**config.mk**
```make
export PLATFORM = sky130hd
export DESIGN_NAME = icache_refill
export DESIGN_NICKNAME = d
export VERILOG_FILES = /design/src/rtl/icache_refill_pkg.sv /design/src/rtl/icache_line_buf.sv /design/src/rtl/icache_refill.sv
export SDC_FILE = /design/constraint.sdc
export NUM_CORES = 1
export LEC_CHECK = 0
export BUFFER_PORTS_ARGS = -buffer_cell sky130_fd_sc_hd__buf_2
export CORE_MARGIN = 5
export CORE_UTILIZATION = 35
export DETAILED_ROUTE_END_ITERATION = 6
export PLACE_DENSITY = 0.61
export SYNTH_ARGS = -nofsm -noshare
export SYNTH_HDL_FRONTEND = slang
export SYNTH_SLANG_ARGS = --single-unit
```
**constraint.sdc**
```tcl
create_clock -name clk -period 6.6 [get_ports clk]
set_clock_uncertainty 0.05 [all_clocks]
set_input_delay 0.33 -clock clk [delete_from_list [all_inputs] [get_ports clk]]
set_output_delay 0.33 -clock clk [all_outputs]
set_load 0.02 [all_outputs]
```
**src/rtl/icache_refill_pkg.sv**
```systemverilog
// ---------------------------------------------------------------------------
// icache_refill_pkg
// Shared definitions for the instruction-cache refill path: refill FSM state
// encoding, the address-split widths also used by the icache tag array, and
// the memory read-response code that means "no error".
// ---------------------------------------------------------------------------
package icache_refill_pkg;

  localparam int OFFSET_W = 3;
  localparam int INDEX_W  = 6;
  localparam int TAG_W    = 64 - INDEX_W - OFFSET_W;

  localparam logic [1:0] RESP_OKAY = 2'b00;

  typedef enum logic [2:0] {
    S_IDLE = 3'd0,
    S_REQ  = 3'd1,
    S_RECV = 3'd2,
    S_FILL = 3'd3,
    S_WAIT = 3'd4
  } refill_state_e;

endpackage

```
**src/rtl/icache_line_buf.sv**
```systemverilog
// ---------------------------------------------------------------------------
// icache_line_buf
// Collects read beats of one burst into a cache line and tracks whether the
// burst went wrong (bad response / misplaced rlast) or was flushed.
// Ports:
//   clk, rst          clock, asynchronous active-high reset
//   i_clear           start of a new burst: zero counter and flags
//   i_accept          a beat is accepted this cycle
//   i_flush           flush seen during the burst (sticky drop)
//   i_rdata/rresp/rlast  beat payload
//   o_line            assembled line
//   o_last            the accepted beat ends the burst
//   o_err, o_drop     flags including the current cycle's contribution
// ---------------------------------------------------------------------------
module icache_line_buf
  import icache_refill_pkg::*;
#(
  parameter int LINE_WIDTH = 64,
  parameter int BUS_WIDTH  = 32
) (
  input  logic                  clk,
  input  logic                  rst,
  input  logic                  i_clear,
  input  logic                  i_accept,
  input  logic                  i_flush,
  input  logic [BUS_WIDTH-1:0]  i_rdata,
  input  logic [1:0]            i_rresp,
  input  logic                  i_rlast,
  output logic [LINE_WIDTH-1:0] o_line,
  output logic                  o_last,
  output logic                  o_err,
  output logic                  o_drop
);

  localparam int BEATS = LINE_WIDTH / BUS_WIDTH;
  localparam int CNT_W = (BEATS > 1) ? $clog2(BEATS) : 1;
  localparam logic [CNT_W-1:0] LAST_CNT = CNT_W'(BEATS - 1);

  logic [CNT_W-1:0]      r_cnt;
  logic [LINE_WIDTH-1:0] r_line;
  logic                  r_err;
  logic                  r_drop;
  logic                  w_final_cnt;
  logic                  w_beat_err;

  assign w_final_cnt = (r_cnt == LAST_CNT);
  // rlast must coincide exactly with the final beat position.
  assign w_beat_err  = i_accept & ((i_rresp != RESP_OKAY) | (i_rlast != w_final_cnt));

  assign o_last = i_rlast | w_final_cnt;
  assign o_err  = r_err | w_beat_err;
  assign o_drop = r_drop | i_flush;
  assign o_line = r_line;

  always_ff @(posedge clk or posedge rst) begin
    if (rst) begin
      r_cnt  <= '0;
      r_line <= '0;
      r_err  <= 1'b0;
      r_drop <= 1'b0;
    end else if (i_clear) begin
      r_cnt  <= '0;
      r_err  <= 1'b0;
      r_drop <= i_flush;
    end else begin
      if (i_flush) r_drop <= 1'b1;
      if (i_accept) begin
        for (int b = 0; b < BEATS; b++) begin
          if (r_cnt == CNT_W'(b)) r_line[b*BUS_WIDTH +: BUS_WIDTH] <= i_rdata;
        end
        r_cnt <= r_cnt + 1'b1;
        r_err <= o_err;
      end
    end
  end

endmodule

```
**src/rtl/icache_refill.sv**
```systemverilog
// ---------------------------------------------------------------------------
// icache_refill
// Miss handler for the 2-way, 64-set instruction cache. Captures the missing
// address and victim way, issues a line-aligned burst read, assembles the
// beats into a line, writes it into the data array and pulses refresh so the
// tag array installs the tag.
// Ports:
//   clk, rst                      clock, asynchronous active-high reset
//   miss, miss_addr, lru, flush   fetch-side request / victim / abandon
//   stallreq                      fetch must hold
//   mem_ar*                       burst read request channel
//   mem_r*                        read data channel
//   data_we/way/index/line        data-array write port
//   refresh                       one-cycle tag install pulse
//   fetch_err                     one-cycle bus error pulse
// ---------------------------------------------------------------------------
module icache_refill
  import icache_refill_pkg::*;
#(
  parameter int ADDR_WIDTH   = 64,
  parameter int LINE_WIDTH   = 64,
  parameter int BUS_WIDTH    = 32,
  parameter int OFFSET_WIDTH = OFFSET_W,
  parameter int INDEX_WIDTH  = INDEX_W
) (
  input  logic                   clk,
  input  logic                   rst,
  input  logic                   miss,
  input  logic [ADDR_WIDTH-1:0]  miss_addr,
  input  logic                   lru,
  input  logic                   flush,
  output logic                   stallreq,
  output logic                   mem_arvalid,
  input  logic                   mem_arready,
  output logic [ADDR_WIDTH-1:0]  mem_araddr,
  output logic [7:0]             mem_arlen,
  input  logic                   mem_rvalid,
  output logic                   mem_rready,
  input  logic [BUS_WIDTH-1:0]   mem_rdata,
  input  logic                   mem_rlast,
  input  logic [1:0]             mem_rresp,
  output logic                   data_we,
  output logic [1:0]             data_way,
  output logic [INDEX_WIDTH-1:0] data_index,
  output logic [LINE_WIDTH-1:0]  data_line,
  output logic                   refresh,
  output logic                   fetch_err
);

  localparam int BEATS = LINE_WIDTH / BUS_WIDTH;
  localparam logic [ADDR_WIDTH-1:0] ALIGN_MASK =
    {{(ADDR_WIDTH-OFFSET_WIDTH){1'b1}}, {OFFSET_WIDTH{1'b0}}};

  refill_state_e         r_state, w_next;
  logic [ADDR_WIDTH-1:0] r_addr;
  logic                  r_lru;
  logic                  r_fetch_err;
  logic                  w_capture;
  logic                  w_ar_hs;
  logic                  w_accept;
  logic                  w_buf_flush;
  logic                  w_last;
  logic                  w_err;
  logic                  w_drop;
  logic                  w_burst_end;

  assign w_ar_hs     = (r_state == S_REQ) & mem_arready;
  assign w_accept    = (r_state == S_RECV) & mem_rvalid;
  assign w_burst_end = w_accept & w_last;
  // A flush on the handshake cycle cannot cancel the issued burst, so it is
  // recorded as a drop just like a flush during RECV.
  assign w_buf_flush = flush & ((r_state == S_RECV) | w_ar_hs);

  icache_line_buf #(
    .LINE_WIDTH (LINE_WIDTH),
    .BUS_WIDTH  (BUS_WIDTH)
  ) u_line_buf (
    .clk      (clk),
    .rst      (rst),
    .i_clear  (w_ar_hs),
    .i_accept (w_accept),
    .i_flush  (w_buf_flush),
    .i_rdata  (mem_rdata),
    .i_rresp  (mem_rresp),
    .i_rlast  (mem_rlast),
    .o_line   (data_line),
    .o_last   (w_last),
    .o_err    (w_err),
    .o_drop   (w_drop)
  );

  assign mem_araddr = (r_state == S_REQ) ? (r_addr & ALIGN_MASK) : '0;
  assign mem_arlen  = (r_state == S_REQ) ? 8'(BEATS - 1) : 8'd0;
  assign data_index = r_addr[OFFSET_WIDTH+INDEX_WIDTH-1:OFFSET_WIDTH];
  assign fetch_err  = r_fetch_err;

  always_ff @(posedge clk or posedge rst) begin
    if (rst) begin
      r_state     <= S_IDLE;
      r_addr      <= '0;
      r_lru       <= 1'b0;
      r_fetch_err <= 1'b0;
    end else begin
      r_state     <= w_next;
      // A flushed fetch is gone, so its bus error is not reported.
      r_fetch_err <= w_burst_end & w_err & ~w_drop;
      if (w_capture) begin
        r_addr <= miss_addr;
        r_lru  <= lru;
      end
    end
  end

  always_comb begin
    w_next      = r_state;
    w_capture   = 1'b0;
    stallreq    = 1'b1;
    mem_arvalid = 1'b0;
    mem_rready  = 1'b0;
    data_we     = 1'b0;
    refresh     = 1'b0;
    data_way    = 2'b00;
    case (r_state)
      S_IDLE: begin
        stallreq = miss & ~flush;
        if (miss & ~flush) begin
          w_capture = 1'b1;
          w_next    = S_REQ;
        end
      end
      S_REQ: begin
        mem_arvalid = 1'b1;
        if (mem_arready)  w_next = S_RECV;
        else if (flush)   w_next = S_IDLE;
      end
      S_RECV: begin
        mem_rready = 1'b1;
        if (w_burst_end) w_next = (w_err | w_drop) ? S_IDLE : S_FILL;
      end
      S_FILL: begin
        data_we  = 1'b1;
        refresh  = 1'b1;
        data_way = r_lru ? 2'b10 : 2'b01;
        w_next   = S_WAIT;
      end
      S_WAIT: begin
        stallreq = 1'b0;
        w_next   = S_IDLE;
      end
      default: w_next = S_IDLE;
    endcase
  end

endmodule
```
# After elaboration in Yosys (flattened, before gate mapping)
# Index checks and enable logic that the tools add are counted.
[word_totals]
ff_bits = 136
input_bits = 106
elab_cells = 65
[classes]
n_addsub = 1
n_eq_ne = 8
n_mux = 22
bitwise_logic = 18
reduce_logical = 7
[ops]
columns = ["operator", "n"]
rows = [
  ["$mux W64", 1],
  ["$mux W1", 12],
  ["$mux W3", 4],
  ["$pmux W3 S4", 1],
  ["$reduce_and A3 Y1", 3],
  ["$and A1 B1 Y1", 8],
  ["$eq A3 B2 Y1 const B", 2],
  ["$mux W2", 3],
  ["$or A1 B1 Y1", 6],
  ["$reduce_bool A2 Y1", 3],
  ["$ne A2 B2 Y1 const B", 2],
  ["$not A1 Y1", 4],
  ["$eq A3 B1 Y1 const B", 1],
  ["$eq A3 B3 Y1 const B", 1],
  ["$logic_not A3 Y1", 1],
  ["$ne A3 B3 Y1 const B", 1],
  ["$pmux W1 S2", 1],
  ["$add A1 B1 Y1 const B", 1],
  ["$ne A1 B1 Y1", 1],
]

# Depth between registers and ports, before layout
# Gate-level depths: netlist (run 1).
[logic_depth]
depth_word = 9
mapped_depth = 6

# Hierarchy
# Synthesis (run 1) repeated with hierarchy kept, for this count alone.
[unflattened]
cells_unflattened = 399
hier_area_um2 = 5936.9
[by_module_without_submodules]
columns = ["mod", "n_inst", "cells_each", "area_per_inst_um2", "seq_area_each_um2"]
rows = [
  ["icache_refill", 1, 246, 3357.0, 1651.6],
  ["icache_line_buf", 1, 153, 2580.0, 1676.6],
]

# Worst setup path after synthesis (run 1)
# No wires, ideal clock.
[synth_path]
path_kind = "register -> output"
startpoint = "register r_state[0]"
endpoint = "output port mem_araddr[56]"
t_arrival_ps = 1602
required_time_ps = 6220
path_slack_ps = 4618
stages_incl_launch_ff = 6
path_buffers = 3
cell_sequence = "dfrtp_1 -> buf_6 -> nor3b_1 -> buf_2 -> clkbuf_1 -> and2_1"
[synth_via]
elab_chain_len = 2
[synth_lines]
columns = ["item", "line", "rtl"]
rows = [
  ["from (decl)", "icache_refill.sv:54", "refill_state_e r_state, w_next;"],
  ["from (signal assigned)", "icache_refill.sv:104", "r_state <= w_next;"],
  ["$eq A3 B1 Y1", "icache_refill.sv:92", "assign mem_araddr = (r_state == S_REQ) ? (r_addr & ALIGN_MASK) : '0;"],
  ["$mux W64", "icache_refill.sv:92", ""],
  ["to (decl)", "icache_refill.sv:35", "output logic [ADDR_WIDTH-1:0] mem_araddr,"],
]
# Every way passes these cells.

# Final worst setup path (run 1)
[layout_path]
startpoint = "register r_state[0]"
endpoint = "output port mem_araddr[31]"
# Same word-level chain as after synthesis.

==> summary.txt, run 1 <==
Outcome
  • Run status: finished, final reports clean

Synthesis
  • Synth Area in Simple Gates: 9.607%
  • Largest family of logic cells by synthesized area: multiplexers
  • Mapped Cells: 403
  • Library cells used by synthesis: 32
  • Post-synth EDFFs: 0
  • Post-synth ARST share: 100.0%
  • Mux share of post-synthesis cell area: 27.74%
  • Syn Area/Cell: 14.70 um2
  • Synthesis-stage register bit count: 133
  • Sequential share of the synthesized area: 56.17%
  • Synthesis Warnings: 0
  • Top FF cell, synth: dfrtp_1
  • Synthesized area: 5926 um2
  • Compound-cell area share of the yosys netlist: 1.182%
  • Post-Synth Adder-Cell Area: 0.2111%
  • XOR/XNOR share of the synthesized area: 0%

Critical path
  • Worst Setup Start Kind: flip-flop
  • CP required: 6.22 ns
  • Nature of the critical path endpoint: primary output
  • Worst r2r src: r_state[0]$_DFFE_PP0P_
  • Critical path peak fanout: 42
  • Setup crit start: r_state[0]$_DFFE_PP0P_
  • Critical setup path kind: reg2out
  • Cells on worst reg2reg path: 4
  • Critical path arrival: 2.98 ns

CTS
  • Clock latency on the worst-skew pair: 0.40 ns
  • CTS Buf Count: 17
  • Post-CTS setup buffers: 0
  • CTS resizes: 0
  • Root buffer cell: clkbuf_16
  • CTS tree: built
  • Longest Clk Path Bufs: 2
  • Sink Count: 133
  • H-tree lvl count: 4
  • Reg clk slew, reported paths: 0.06 ns

Power and ir drop
  • Tot Pwr: 0.004130 W
  • Max VDD drop: 0.2107 mV
  • P_leak: 4.065 nW
  • Pwr dens: 525.9 nW/um2

Finish
  • Layout cells sized above 1: 61.50%
  • P&R area growth vs syn: 32.54%
  • Nets: 746

Routing
  • Detailed-route DRC error count: 0
  • Total length of routed met3 wires: 1022 um
  • Top sig layer: met4
  • TritonRoute pass-1 iters: 4
  • Routed WL per cell: 15.70 um
  • Metal-1 WL: 6064 um
  • Via count: 3934
  • Routed wire length: 13710 um
  • Final ANT Viol Nets: 0
  • Via/cell ratio: 4.506
  • Initial DRC count: 101
  • Met2 WL post-DR: 6359 um

Timing
  • Slew @ Worst Pin: 1.286 ns
  • Max Freq: 0.2973 GHz
  • Final min period: 3.363 ns
  • Pins Over Slew Limit: 0
  • Final setup vio count: 0
  • Period utilization: 50.96%
  • Relative slew slack: 13.92%
  • RSZ-0062 raised after global routing: false
  • Fin. Hold Viols: 0
  • Final TNS setup: 0 ns

Run
  • Max_cap viols: 0

Min path
  • Worst Hold Depth: 2
  • Worst Hold Class: in2reg
  • Hold Path Origin: miss_addr[43]

Global route
  • Initial antenna violation count: 1
  • Global-route wire length before repair: 22360 um
  • Largest net degree at the start of global routing: 82
  • Vias in the first global route: 4264
  • GRT Total Usage: 14.12%
  • Global route overflow: 0

Placed design
  • Global placement routability congestion: 0.7762
  • Post-DP HPWL: 9929 um
  • I/O Buffers: 242

Floorplan
  • Num ports: 256
  • Starting Density: 35.73%
  • # rows: 47
  • Full die area: 19630 um2
  • Core outline area: 16580 um2
  • Die X: 140.1 um
  • Die Ht: 140.1 um
-- power breakdown --
part           leakage, nW  switching [W]  internal (W)
combinational         2.14       0.000897      0.000797
clock                0.308       0.000349      0.000662
sequential            1.62       0.000221       0.00120
-- metal layers --
| layer | up-vias | track usage (%) |
|---|---|---|
| li1 | 1826 | - |
| met1 | 1920 | 18.15 |
| met2 | 168 | 22.06 |
| met3 | 20 | 4.806 |
| met4 | 0 | 5.558 |
| met5 | - | 0 |
-- sequential cells by signal, indices dropped and copies added, names as in the netlist --
name and count:
u_line_buf.o_line 64, fetch_err 1, r_lru 1, u_line_buf.r_err 1, r_state 3, u_line_buf.r_cnt 1
r_addr 61, u_line_buf.r_drop 1
-- worst paths after layout --
path                            slack, ns                               end
worst min register to register       0.43  u_line_buf.o_line[0]$_DFFE_PP0P_
worst max register to register       4.18  u_line_buf.o_line[4]$_DFFE_PP0P_
worst max-delay path                 3.24                    mem_araddr[31]
max in group asynchronous            4.63  u_line_buf.o_line[2]$_DFFE_PP0P_
worst min-delay path                 0.10            r_addr[43]$_DFFE_PP0P_
min in group asynchronous            0.46            r_addr[57]$_DFFE_PP0P_
-- synth_stat cells, types with 2 or more instances --
cell,instances,area share [%]
dfrtp_1,133,56
and2_1,63,6.7
mux2_4,60,15
mux2_2,56,11
buf_4,22,2.8
mux2_1,10,1.9
buf_6,7,1.3
clkbuf_1,6,0.38
nand2_1,5,0.32
a21oi_1,4,0.34
buf_2,4,0.34
o21ai_0,4,0.34
inv_1,3,0.19
nor2_1,3,0.19
nor3b_1,3,0.38
nand2b_1,2,0.21
nand3_1,2,0.17
nor2b_1,2,0.21
-- metrics by stage --
| stage | setup WS (ns) | area (um2) | hold slack (ns) | cells | utilization (%) |
|---|---|---|---|---|---|
| CTS | 3.197 | 7851 | 0.07362 | 872 | 47.34 |
| finish | 3.237 | 7854 | 0.1019 | 873 | 47.36 |
| detailed placement | 3.645 | 7199 | 0.3618 | 839 | 43.41 |
| global placement | 3.702 | 7199 | 0.3485 | 839 | 43.41 |
| global route | 2.957 | 7854 | 0.07380 | 873 | 47.36 |
| floorplan | 2.666 | 5959 | 0.3667 | 412 | - |
-- placed cells by master, fill, tap and decap left out, types with 3 or more instances in the layout --
cell type	instances
buf_2	242
nor2_1	3
and2_1	63
buf_4	4
mux2_1	10
conb_1	10
clkinv_2	3
o21ai_0	4
nand2_1	5
dfrtp_1	133
bufinv_16	4
clkbuf_8	3
a21oi_1	4
clkinvlp_4	3
mux2_4	60
mux2_2	56
clkbuf_16	17
-- cell type report --
class                   count  area [um2]
diodes                      1       2.502
clock buffers              20       466.7
clock inverters            12       175.2
fillers                  1535        8730
inverters                   3       16.27
multi-input cells         237        2338
flip-flops and latches    133        3328
well taps                 220       275.3
repair buffers            247        1251
-- critical path: stages (launching register included) --
cell and delay [ns]:
dfrtp_1 0.61, nor3b_2 1.10, buf_4 0.49, and2_1 0.19, buf_2 0.16
-- logic make-up after synthesis --
kind of cell	Yosys count
compound gates	12
fa+ha+maj	1
buf+inv	42
flops	133
mux	126
other cells	1
simple gates	88
-- what timing repair did --
item | in CTS | in global routing
endpoints found under the hold margin | 52 | 0
setup endpoints to repair | 0 | 0
hold buffers | 1 | 0
(Power assumes the default switching activity.)
==> run 2: changes to the inputs <==
==> constraint.sdc (replaced) <==
create_clock -name clk -period 3.3 [get_ports clk]
set_clock_uncertainty 0.05 [all_clocks]
set_input_delay 0.165 -clock clk [delete_from_list [all_inputs] [get_ports clk]]
set_output_delay 0.165 -clock clk [all_outputs]
set_load 0.02 [all_outputs]
==> run 2 against run 1 <==
Core utilization increased by 5.8 points. Combinational power increased by 110%. Wire length increased by 9.9%. Worst hold slack got worse by 0.050 ns. Worst setup slack got worse by 2.6 ns. Die area unchanged. Count of clock-buffer cells in the layout unchanged. Clock power increased by 90%. First-iteration DRC count decreased by 6.9%. Non-clock buffer count increased by 99. Via count increased by 10%. Flip-flop and latch count unchanged. Critical endpoint is now mem_araddr[60]. Largest cell class unchanged. Highest routed layer unchanged.
==> summary.txt, run 2 (synthesis gave the netlist of run 1 again) <==
Floorplan
  • # rows: 47
  • Die X: 140.1 um
  • Starting Density: 35.73%
  • Num ports: 256
  • Die Ht: 140.1 um
  • Core outline area: 16580 um2
  • Full die area: 19630 um2

Finish
  • Post-route insts no fill: 972
  • Nets: 845
  • P&R area growth vs syn: 48.71%
  • Layout cells sized above 1: 53.93%
  • Max reg flops: 64
  • Most frequent cells in the layout: buf_2 (242), dfrtp_1 (133), dlygate4sd3_1 (96)
  • Most common cell after layout, fill and taps aside: buf_2

Critical path
  • Worst r2r src: r_state[0]$_DFFE_PP0P_
  • Worst Setup Start Kind: flip-flop
  • Critical setup path kind: reg2out
  • CP required: 3.08 ns
  • Cells on worst reg2reg path: 5
  • Worst path slowest cell: nor3b_2
  • Critical path arrival: 2.46 ns
  • Max incr delay on CP: 0.72 ns
  • Critical Path End: mem_araddr[60]
  • Critical path peak fanout: 25
  • Worst R2R End: u_line_buf.r_cnt$_DFFE_PP0P_
  • Cells along the critical path: nor3b_2, buf_4, and2_1, buf_2
  • Nature of the critical path endpoint: primary output
  • R2R setup slack: 1.10 ns
  • Setup crit start: r_state[0]$_DFFE_PP0P_

Placed design
  • I/O Buffers: 242
  • Global placement routability congestion: 0.7617
  • Post-Place Cells: 843
  • Post-DP HPWL: 10190 um

Timing
  • RSZ-0062 raised after global routing: false
  • Max Freq: 0.3738 GHz
  • Final min period: 2.675 ns
  • Pins Over Slew Limit: 0
  • Final TNS setup: 0 ns
  • Relative slew slack: 34.02%
  • Final setup vio count: 0
  • Period utilization: 81.06%
  • Fin. Hold Viols: 0
  • Slew @ Worst Pin: 0.9897 ns

Routing
  • Final ANT Viol Nets: 0
  • Initial DRC count: 94
  • Detailed-route DRC error count: 0
  • Routed wire length: 15070 um
  • Via count: 4345
  • Via/cell ratio: 4.470
  • TritonRoute pass-1 iters: 4
  • Routed WL per cell: 15.51 um

Run
  • Max_cap viols: 0

Global route
  • Vias in the first global route: 4810
  • Initial antenna violation count: 1
  • Global-route wire length before repair: 24210 um
  • GRT Total Usage: 15.12%
  • Largest net degree at the start of global routing: 77
  • Global route overflow: 0

Power and ir drop
  • P_leak: 4.472 nW
  • Max VDD drop: 0.3996 mV
  • Clock Power Share: 23.1%
  • Internal power: 0.005278 W
  • Reg power frac: 34.3%
  • Sw frac: 36.41%
  • Net Sw Power: 0.003022 W
  • Comb power frac: 42.6%
  • Pwr dens: 941.8 nW/um2

CTS
  • CTS tree: built
  • H-tree lvl count: 4
  • Root buffer cell: clkbuf_16
  • Sink Count: 133
  • CTS Buf Count: 17
  • Longest Clk Path Bufs: 2
  • Clock latency on the worst-skew pair: 0.40 ns
  • Reg clk slew, reported paths: 0.05 ns

Outcome
  • Run status: finished, final reports clean

Min path
  • Worst Hold Class: in2reg
run 2: cell types whose count changed in the layout (fill, tap and decap cells not counted), moves of 2 or more:
cell / previous run / this run
buf_4: 4 / 7
bufinv_16: 4 / 2
dlygate4sd3_1: 1 / 96
inv_6: 2 / 4
run 2: what timing repair did:
action,CTS,global route
buffers inserted,0,0
endpoints found under the hold margin,184,0
gates resized for setup,0,0
hold buffers,96,0
run 2: layer usage:
| metal | global-route usage, % | routed length [um] | up-vias |
|---|---|---|---|
| met1 | 18.33 | 6424 | 2135 |
| met5 | 0 | 0 | - |
| met2 | 25.63 | 7296 | 172 |
| met4 | 4.640 | 291 | 0 |
| met3 | 5.044 | 1060 | 20 |
| li1 | - | - | 2018 |
run 2: worst min path at each step:
stage	startpoint	end	slack (ns)	cells past startpoint
global route	mem_rvalid	u_line_buf.r_cnt$_DFFE_PP0P_	0.05	3
detailed placement	miss_addr[39]	r_addr[39]$_DFFE_PP0P_	0.35	2
finish	flush	u_line_buf.r_drop$_DFFE_PP0P_	0.05	3
global placement	mem_rdata[25]	u_line_buf.o_line[57]$_DFFE_PP0P_	0.34	2
floorplan	mem_arready	u_line_buf.r_err$_DFFE_PP0P_	0.20	1
CTS	flush	u_line_buf.r_drop$_DFFE_PP0P_	0.03	3
run 2: cell type report:
cell class,instances,area [um2]
antenna,1,2.502
clock buffer,20,466.7
clock inverter,12,141.4
fill,1423,7771
inverter,3,15.01
multi-input combinational,237,2338
sequential,133,3328
tap,220,275.3
timing repair buffer,346,2245
run 2: power by group through the flow:
stage	clock network, W	logic [W]	registers (W)
floorplan	0	0.00213	0.00318
global placement	0	0.00343	0.00282
detailed placement	0	0.00349	0.00285
CTS	0.00198	0.00358	0.00285
global route	0.00204	0.00378	0.00295
finish	0.00192	0.00353	0.00285
run 2: per-stage QoR:
stage | util, % | cell area, um2 | setup WS (ns) | power [W] | hold slack (ns)
2_1_floorplan | - | 5963 | 1.434 | 0.005315 | 0.2017
3_3_place_gp | 43.66 | 7241 | 1.043 | 0.006246 | 0.3412
3_5_place_dp | 43.66 | 7241 | 0.9748 | 0.006343 | 0.3501
4_1_cts | 53.12 | 8810 | 0.5144 | 0.008409 | 0.03261
5_1_grt | 53.14 | 8812 | 0.3876 | 0.008771 | 0.05128
6_report | 53.14 | 8812 | 0.6249 | 0.008300 | 0.05225
run 2: critical path, delay by kind of cell (launching register included):
kind,cells,cell delay [ns]
DFF,1,0.59
and+or+nand+nor,2,0.89
buffers and inverters,2,0.57
